## src/rtl/uv_echo_responder.sv

```systemverilog
// uv_echo_responder
//   Echo-generating end of the ultrasonic trigger/echo protocol. It accepts a
//   trigger pulse of at least MIN_TRIG cycles and waits BURST_DELAY cycles.
//   It then drives an echo whose width is dist_q*CYC_PER_MM cycles, or
//   TIMEOUT cycles when the target is out of range. A HOLDOFF dead time
//   follows before the next trigger is accepted.
//
// Ports
//   clk_50M      system clock
//   rst_n        asynchronous active-low reset
//   UV_trig      trigger from the sensor driver (asynchronous, synchronized here)
//   distance_mm  target distance in mm, sampled at trigger acceptance
//   UV_echo      echo pulse to the sensor driver
//   busy         high in DELAY, ECHO and HOLDOFF
//   trig_err     one-cycle pulse after a too-short trigger
//   meas_done    one-cycle pulse on the first cycle after echo falls
module uv_echo_responder #(
  parameter int MIN_TRIG    = 500,
  parameter int BURST_DELAY = 23000,
  parameter int CYC_PER_MM  = 292,
  parameter int MAX_MM      = 4000,
  parameter int TIMEOUT     = 1900000,
  parameter int HOLDOFF     = 50000
) (
  input  logic        clk_50M,
  input  logic        rst_n,
  input  logic        UV_trig,
  input  logic [11:0] distance_mm,
  output logic        UV_echo,
  output logic        busy,
  output logic        trig_err,
  output logic        meas_done
);

  localparam int CW = 22;
  localparam int TW = $clog2(MIN_TRIG + 1);

  typedef enum logic [2:0] {IDLE, TRIG, DELAY, ECHO, HOLDOFF_ST} state_t;

  state_t          state, state_nx;
  logic            sync1, trig_s, trig_d;
  logic [TW-1:0]   trig_cnt, trig_cnt_nx;
  logic [CW-1:0]   cnt, cnt_nx;
  logic [CW-1:0]   echo_len, echo_len_nx, echo_calc;
  logic [11:0]     dist_q, dist_nx, dist_eff;
  logic            trig_err_nx, meas_done_nx;

  // Two-flop synchronizer plus one delayed copy for rising-edge detection.
  always_ff @(posedge clk_50M or negedge rst_n) begin
    if (!rst_n) begin
      sync1  <= 1'b0;
      trig_s <= 1'b0;
      trig_d <= 1'b0;
    end else begin
      sync1  <= UV_trig;
      trig_s <= sync1;
      trig_d <= trig_s;
    end
  end

  // Echo width from the latched distance. A zero distance counts as 1 mm.
  // The 22-bit product holds 4095*292 without overflow.
  always_comb begin
    dist_eff = (dist_q == 12'd0) ? 12'd1 : dist_q;
    if (int'(dist_q) > MAX_MM)
      echo_calc = CW'(TIMEOUT);
    else
      echo_calc = CW'(dist_eff) * CW'(CYC_PER_MM);
  end

  always_comb begin
    state_nx     = state;
    cnt_nx       = cnt;
    trig_cnt_nx  = trig_cnt;
    dist_nx      = dist_q;
    echo_len_nx  = echo_len;
    trig_err_nx  = 1'b0;
    meas_done_nx = 1'b0;
    case (state)
      IDLE: begin
        // Only a fresh rising edge starts a trigger. A level already high is ignored.
        if (trig_s && !trig_d) begin
          state_nx    = TRIG;
          trig_cnt_nx = TW'(1);
        end
      end
      TRIG: begin
        if (trig_s) begin
          if (trig_cnt < TW'(MIN_TRIG)) trig_cnt_nx = trig_cnt + TW'(1);
        end else if (trig_cnt >= TW'(MIN_TRIG)) begin
          dist_nx     = distance_mm;
          cnt_nx      = '0;
          trig_cnt_nx = '0;
          state_nx    = DELAY;
        end else begin
          trig_err_nx = 1'b1;
          trig_cnt_nx = '0;
          state_nx    = IDLE;
        end
      end
      DELAY: begin
        if (cnt == CW'(BURST_DELAY - 1)) begin
          cnt_nx      = '0;
          echo_len_nx = echo_calc;
          state_nx    = ECHO;
        end else begin
          cnt_nx = cnt + CW'(1);
        end
      end
      ECHO: begin
        if (cnt == echo_len - CW'(1)) begin
          cnt_nx       = '0;
          meas_done_nx = 1'b1;
          state_nx     = HOLDOFF_ST;
        end else begin
          cnt_nx = cnt + CW'(1);
        end
      end
      HOLDOFF_ST: begin
        if (cnt == CW'(HOLDOFF - 1)) begin
          cnt_nx   = '0;
          state_nx = IDLE;
        end else begin
          cnt_nx = cnt + CW'(1);
        end
      end
      default: state_nx = IDLE;
    endcase
  end

  // Outputs are registered from the next state so that they change on the
  // same edge as the state. Reset clears them asynchronously.
  always_ff @(posedge clk_50M or negedge rst_n) begin
    if (!rst_n) begin
      state     <= IDLE;
      cnt       <= '0;
      trig_cnt  <= '0;
      dist_q    <= '0;
      echo_len  <= '0;
      UV_echo   <= 1'b0;
      busy      <= 1'b0;
      trig_err  <= 1'b0;
      meas_done <= 1'b0;
    end else begin
      state     <= state_nx;
      cnt       <= cnt_nx;
      trig_cnt  <= trig_cnt_nx;
      dist_q    <= dist_nx;
      echo_len  <= echo_len_nx;
      UV_echo   <= (state_nx == ECHO);
      busy      <= (state_nx == DELAY) || (state_nx == ECHO) || (state_nx == HOLDOFF_ST);
      trig_err  <= trig_err_nx;
      meas_done <= meas_done_nx;
    end
  end

endmodule

```

## config.mk

```make
export PLATFORM = sky130hd
export DESIGN_NAME = uv_echo_responder
export DESIGN_NICKNAME = d
export VERILOG_FILES = /design/src/rtl/uv_echo_responder.sv
export SDC_FILE = /design/constraint.sdc
export NUM_CORES = 1
export LEC_CHECK = 0
export CORE_MARGIN = 2
export CORE_UTILIZATION = 36
export DETAILED_ROUTE_END_ITERATION = 16
export DONT_BUFFER_PORTS = 1
export PLACE_DENSITY = 0.58
export SYNTH_ARGS = -nofsm -noshare
export SYNTH_HDL_FRONTEND = slang
export SYNTH_SLANG_ARGS = --single-unit
```

## constraint.sdc

```tcl
create_clock -name clk_50M -period 6.9 [get_ports clk_50M]
set_input_delay 0.69 -clock clk_50M [delete_from_list [all_inputs] [get_ports clk_50M]]
set_output_delay 0.69 -clock clk_50M [all_outputs]
set_load 0.03 [all_outputs]
```

==> out/qor.yml, run 1 <==
wirelength_mm: 11.50
grt_max_degree: 73
final_cells: 731
yosys_warnings: 0
cts_made_buffers: 9
path_clk_slew_ns: 0.06
rr_worst_depth: 16
outcome: "finished, final reports clean"
die_h_um: 123.8
grtUsageMet1: 0.2099
synth-async-reset-ratio: 1.000
yosysUniqueCellTypes: 63
antenna_found_initial: 0
netlist_top_cells_area: "dfrtp_1 (35%), ha_1 (9.7%), xor2_1 (3.6%), xnor2_1 (3.4%), nor2_1 (3.1%)"
drive_gt1_frac: 0.06171
drt-initial-drc-count: 233
cap_violations: 0
tritoncts: "yes"
swShare: 0.2069
power.density_mw_per_mm2: 179.1
synthesis.area_mm2: 0.005167
critPathKind: "reg -> reg"
hold_ws_ns: 0.04452
first_pass_iters: 5
dpl.cell_count: 715
hold_path.class: "in -> async"
multi_input_comb_area_mm2: 0.003068
crit_path_end_kind: "register"
drc_errors: 0
postPlaceCellArea_mm2: 0.005230
start_util: 0.3708
ys_ff_latch: 72
io_pins: 19
finalHoldViolCount: 0
ys_seq_area_frac: 0.3487
timing.critical_path.cells: "or4_1, nor3_1, a41o_1, ha_1, ha_1, inv_1, fa_1, inv_1, ha_1, inv_1, a21oi_1, nand2b_1, nand3_1, nor3b_1, or3b_2, a31oi_1"
fin_tns_setup_ns: 0
start_kind: "register"
grt.total_usage: 0.1609
grtUsageMet3: 0.04075
cts_resized: 0
grt_first_pass_wirelength_mm: 19.58
skew_ns: 0.004094
clkLatencyLatePin_ns: 0.34
ant_nets: 0
layout.nets: 606
port_buffers: 0
grt_pass1_vias: 4003
cts-root-buf: "clkbuf_16"
report.final.slew_viol_count: 0
fill_cells: 1347
crit_fanout: 4
syn_to_final_growth_pct: 7.894
avgViaCountPerCell: 5.595
internal-power_mw: 0.7918
pwr-share-clk: 0.537
avgSynthCellArea_um2: 8.971
cpPeakStageDelay_ns: 0.54
peakVddDrop_mv: 0.1285
final_common_cell: "dfrtp_1"
diodes: 0
syn_nets: 636
worst_pin_slew_ns: 0.9488
required_ns: 7.16
maxSlewHeadroom: 0.3626
core_region_area_mm2: 0.01393
holdBufCountCts: 0
final_core_util: 0.4001
pwr-share-comb: 0.021
layout_common_cells: "dfrtp_1 (72), nor2_1 (43), ha_1 (40), nand2_1 (38)"
wl_per_cell_um: 15.73
syn_inst: 576
post-cts-setup-buffer-count: 0
dieArea_mm2: 0.01533
synth.top_cell.area_share: 0.3487
min_period_ns: 3.961
fin_area_mm2: 0.005575
grt_setup_unrepaired: "no"
switchingPower_mw: 0.2066
clockBufferDepth: 2
synth_ff_type: "dfrtp_1"
min_period_over_period: 0.5741
cts_sinks: 72
finalSetupViolations: 0
htreeDepth: 3
leakage_nw: 2.715
overflow: 0
place.gp.congestion: 0.9022
grt-busiest-layer: "met2"
synth_edf_count: 0
die_w_um: 123.8
fmax_ghz: 0.2525
worstPathArrival_ns: 4.22
cp_slowest_cell: "or4_1"
dpl.hpwl_mm: 8.618
synth_area_leader_cell: "dfrtp_1"
row_count: 43
grt_use_met2: 0.2655
seq_power_share: 0.442
seqCellArea_mm2: 0.001802
vias: 4090
worst max-delay path: cells and delay by family (launching register included):
kind            cells  cell delay (ns)
simple gates        6             1.64
compound gates      3             0.59
flops               1             0.41
buf+inv             3             0.17
fa+ha+maj           4             1.07
cells in the mapped netlist (2+ instances only):
library cell  instances
nor4b_1               2
xor2_1               21
nor3b_1              14
a21oi_1              20
o2111ai_1             3
nand2_1              38
or4_1                 7
nand2b_1              6
a22oi_1               2
o22a_1                4
mux2_2                8
o21ai_0              32
nand3b_1              4
a32o_1                2
o21bai_1              2
buf_6                 2
ha_1                 40
dfrtp_1              72
or3_1                 5
nor2_1               43
inv_1                32
nand3_1              20
a211o_1               4
and3_1               14
nor4_1               13
nand4_1               7
fa_1                  5
a31oi_1               4
a2111o_1              2
buf_2                 2
nand4b_1              4
o22ai_1               2
o31ai_1               4
and2_1                3
clkbuf_1             38
mux2i_1               6
nor3_1               19
nor2b_1               3
and4_1                3
a21o_1               18
o21ai_1               5
xnor2_1              20
power groups by stage:
stage	registers, mW	clock network (mW)	logic, mW
after floorplan	0.446	0	0.0172
after global placement	0.448	0	0.0200
after detailed placement	0.449	0	0.0210
after CTS	0.441	0.553	0.0212
after global routing	0.443	0.572	0.0241
final	0.442	0.536	0.0210
cell families (layout without fill, tap and decap cells):
family | Yosys count | in the layout | synth area share
fa+ha+maj | 45 | 45 | 0.1162
mux | 14 | 14 | 0.02906
flops | 72 | 72 | 0.3487
simple gates | 214 | 214 | 0.2288
buf+inv | 75 | 50 | 0.05860
xor+xnor | 41 | 41 | 0.06949
compound gates | 115 | 115 | 0.1492
worst paths after layout:
check                               start           end  slack (ns)
worst min register to register      sync1        trig_s        0.36
max in group asynchronous           rst_n       cnt[19]        6.73
worst max-delay path            dist_q[1]  echo_len[20]        2.94
min in group clk_50M                sync1        trig_s        0.36
worst max register to register  dist_q[1]  echo_len[20]        2.94
worst min-delay path                rst_n     dist_q[4]        0.04
sequential cells by signal (all words and copies together), names as in the netlist:
signal,flops
busy,1
trig_d,1
echo_len,19
meas_done,1
dist_q,12
trig_err,1
trig_s,1
sync1,1
state,3
cnt,22
UV_echo,1
trig_cnt,9
through the flow:
stage	total power [mW]	setup WS, ns
2_1_floorplan	0.4631	3.265
3_3_place_gp	0.4684	3.097
3_5_place_dp	0.4699	2.955
4_1_cts	1.015	2.926
5_1_grt	1.039	2.702
6_report	0.9984	2.939
routing by layer:
metal	wire, µm	up-vias
li1	-	1999
met4	143	0
met5	0	-
met1	5350	2011
met2	5594	69
met3	409	11
area by class of cell:
cell class	count	area share
clock buffers	9	0.04039
repair buffers	2	0.002693
flip-flops and latches	72	0.3232
clock inverters	7	0.02154
well taps	180	0.04039
inverters	32	0.02154
multi-input cells	429	0.5503
(Power assumes the default switching activity.)
==> run 2: changes to the inputs <==
clock period = 3.9 ns   (was 6.9 ns; I/O delays follow)
==> run 2 against run 1 <==
  * Flip-flop and latch count is the same
  * Combinational power rose to 2.7 times the previous value
  * Global-route usage is 0.25 points higher
  * Critical endpoint unchanged
==> out/qor.yml, run 2 (synthesis gave the netlist of run 1 again) <==
core_region_area_mm2: 0.01393  # unchanged
seqCellArea_mm2: 0.001802  # unchanged
fmax_ghz: 0.2662  # +5.5%
grt_pass1_vias: 4055  # +1.3%
crit_path_end_kind: "register"
fin_tns_setup_ns: 0  # unchanged
pwr-share-clk: 0.567  # +0.030
clkLatencyLatePin_ns: 0.35  # about the same
skew_ns: 0.006237  # +0.002143 ns
grt_first_pass_wirelength_mm: 19.69  # +0.56%
required_ns: 4.17  # -2.99 ns
drive_gt1_frac: 0.1018  # +0.04008
ff2ff_setup_slack_ns: 0.14  # -2.80 ns
cts_made_buffers: 9  # unchanged
power.density_mw_per_mm2: 332.7  # +86%
preCtsSetupSlack_ns: 0.02187  # -2.933 ns
multi_input_comb_area_mm2: 0.003156  # +2.9%
outcome: "finished, final reports clean"
wirelength_mm: 11.97  # +4.1%
htreeDepth: 3  # unchanged
grt.total_usage: 0.1634  # +0.002480
swShare: 0.2048  # -0.002104
start_util: 0.3708  # unchanged
worstPathArrival_ns: 4.02  # -0.20 ns
peakVddDrop_mv: 0.2058  # +60%
syn_to_final_growth_pct: 12.30
final_cells: 740  # +1.2%
switchingPower_mw: 0.3955  # +91%
cp_slowest_cell: "or4_4"
die_w_um: 123.8  # unchanged
place.gp.congestion: 0.8965  # -0.63%
pwr-share-comb: 0.029  # +0.008
finalHoldViolCount: 0  # unchanged
hold_path.class: "in -> reg"
row_count: 43  # unchanged
die_h_um: 123.8  # unchanged
layout_common_cells: "dfrtp_1 (72), nor2_1 (43), nand2_1 (38), ha_1 (37), o21ai_0 (31)"
reg_top3: "cnt (22), echo_len (19), dist_q (12)"
min_period_ns: 3.756  # -0.2049 ns
maxSlewHeadroom: 0.3440  # -0.01861
fin_ws_ns: 0.1438  # -2.795 ns
final_common_cell: "dfrtp_1"
cts-root-buf: "clkbuf_16"
grt_max_degree: 73  # unchanged
timing.critical_path.cells: "or4_4, nor3_4, a41o_1, ha_2, ha_4, ha_1, ha_1, o21ai_0, a21oi_2, nand2b_4, nand3_2, nor3b_4, or3b_4, a31oi_1"
critPathKind: "reg -> reg"
diodes: 0  # unchanged
overflow: 0  # unchanged
layout.nets: 615  # +1.5%
start_kind: "register"
cpPeakStageDelay_ns: 0.54  # about the same
vias: 4087  # -0.073%
cts_sinks: 72  # unchanged
finalSetupViolations: 0  # unchanged
first_pass_iters: 4  # -1
crit_fanout: 3  # -1
ant_nets: 0  # unchanged
tritoncts: "yes"
seq_power_share: 0.405  # -0.037
io_pins: 19  # unchanged
wl_per_cell_um: 16.18  # +2.9%
worst_pin_slew_ns: 0.9765  # +0.02770 ns
drt-initial-drc-count: 270  # +16%
p_total_mw: 1.931  # +93%
drc_errors: 0  # unchanged
avgViaCountPerCell: 5.523  # -1.3%
internal-power_mw: 1.535  # +94%
min_period_over_period: 0.9631  # +0.3890
dieArea_mm2: 0.01533  # unchanged
fill_cells: 1357  # +0.74%
largest_register: "cnt"
dpl.cell_count: 721  # +0.84%
clockBufferDepth: 2  # unchanged
antenna_found_initial: 0  # unchanged
path_clk_slew_ns: 0.06  # about the same
crit_path_frequent_cell: "ha_1"
port_buffers: 0  # unchanged
dpl.hpwl_mm: 8.621  # about the same
leakage_nw: 2.799  # +3.1%
report.final.slew_viol_count: 0  # unchanged
cap_violations: 0  # unchanged
largest_reg_flops: 22  # unchanged
run 2: final cells by class:
type | instances | area share
inverters | 32 | 0.02113
well taps | 180 | 0.03881
flip-flops and latches | 72 | 0.3105
multi-input cells | 429 | 0.5438
clock buffers | 9 | 0.03881
clock inverters | 7 | 0.02889
repair buffers | 11 | 0.01811
run 2: worst paths after layout:
check | from | cells past startpoint | end
setup / recovery | dist_q[2] | 14 | echo_len[20]
hold / removal | UV_trig | 0 | sync1
setup reg to reg | dist_q[2] | 14 | echo_len[20]
hold reg to reg | sync1 | 0 | trig_s
max in group asynchronous | rst_n | 2 | cnt[12]
min in group asynchronous | rst_n | 2 | dist_q[5]
run 2: metal layers:
metal  vias up  routed length (µm)  global-route usage
li1       2014                   -                   -
met4         0                 252             0.05966
met3        18                 431             0.03297
met2        62                5666              0.2723
met5         -                   0                   0
met1      1993                5623              0.2095
run 2: critical path, delay by kind of cell (launching register included):
kind | cells | cell delay [ns]
simple gates | 6 | 1.50
fa+ha+maj | 4 | 1.03
compound gates | 4 | 0.76
flops | 1 | 0.38
run 2: power groups by stage:
stage / combinational [mW] / clock [mW] / sequential [mW]
after floorplan: 0.0304 / 0 / 0.789
after global placement: 0.0354 / 0 / 0.793
after detailed placement: 0.0366 / 0 / 0.794
after CTS: 0.0573 / 1.11 / 0.780
after global routing: 0.0658 / 1.14 / 0.783
final: 0.0557 / 1.09 / 0.781
run 2: stage by stage:
stage / cell area, µm² / hold WS (ns) / utilization
finish: 5803 / 0.07425 / 0.4165
global route: 5803 / 0.06660 / 0.4165
CTS: 5710 / 0.06672 / 0.4098
detailed placement: 5275 / 0.09622 / 0.3786
global placement: 5275 / 0.09672 / 0.3786
floorplan: 5167 / 0.09441 / -
run 2: what timing repair did:
item,in CTS,in global routing
hold buffers,2,0
endpoints found under the hold margin,72,0
pin swaps,0,10
cloned,0,0
buffers inserted,0,1
resized for setup,1,20
endpoints found under the setup margin,1,5
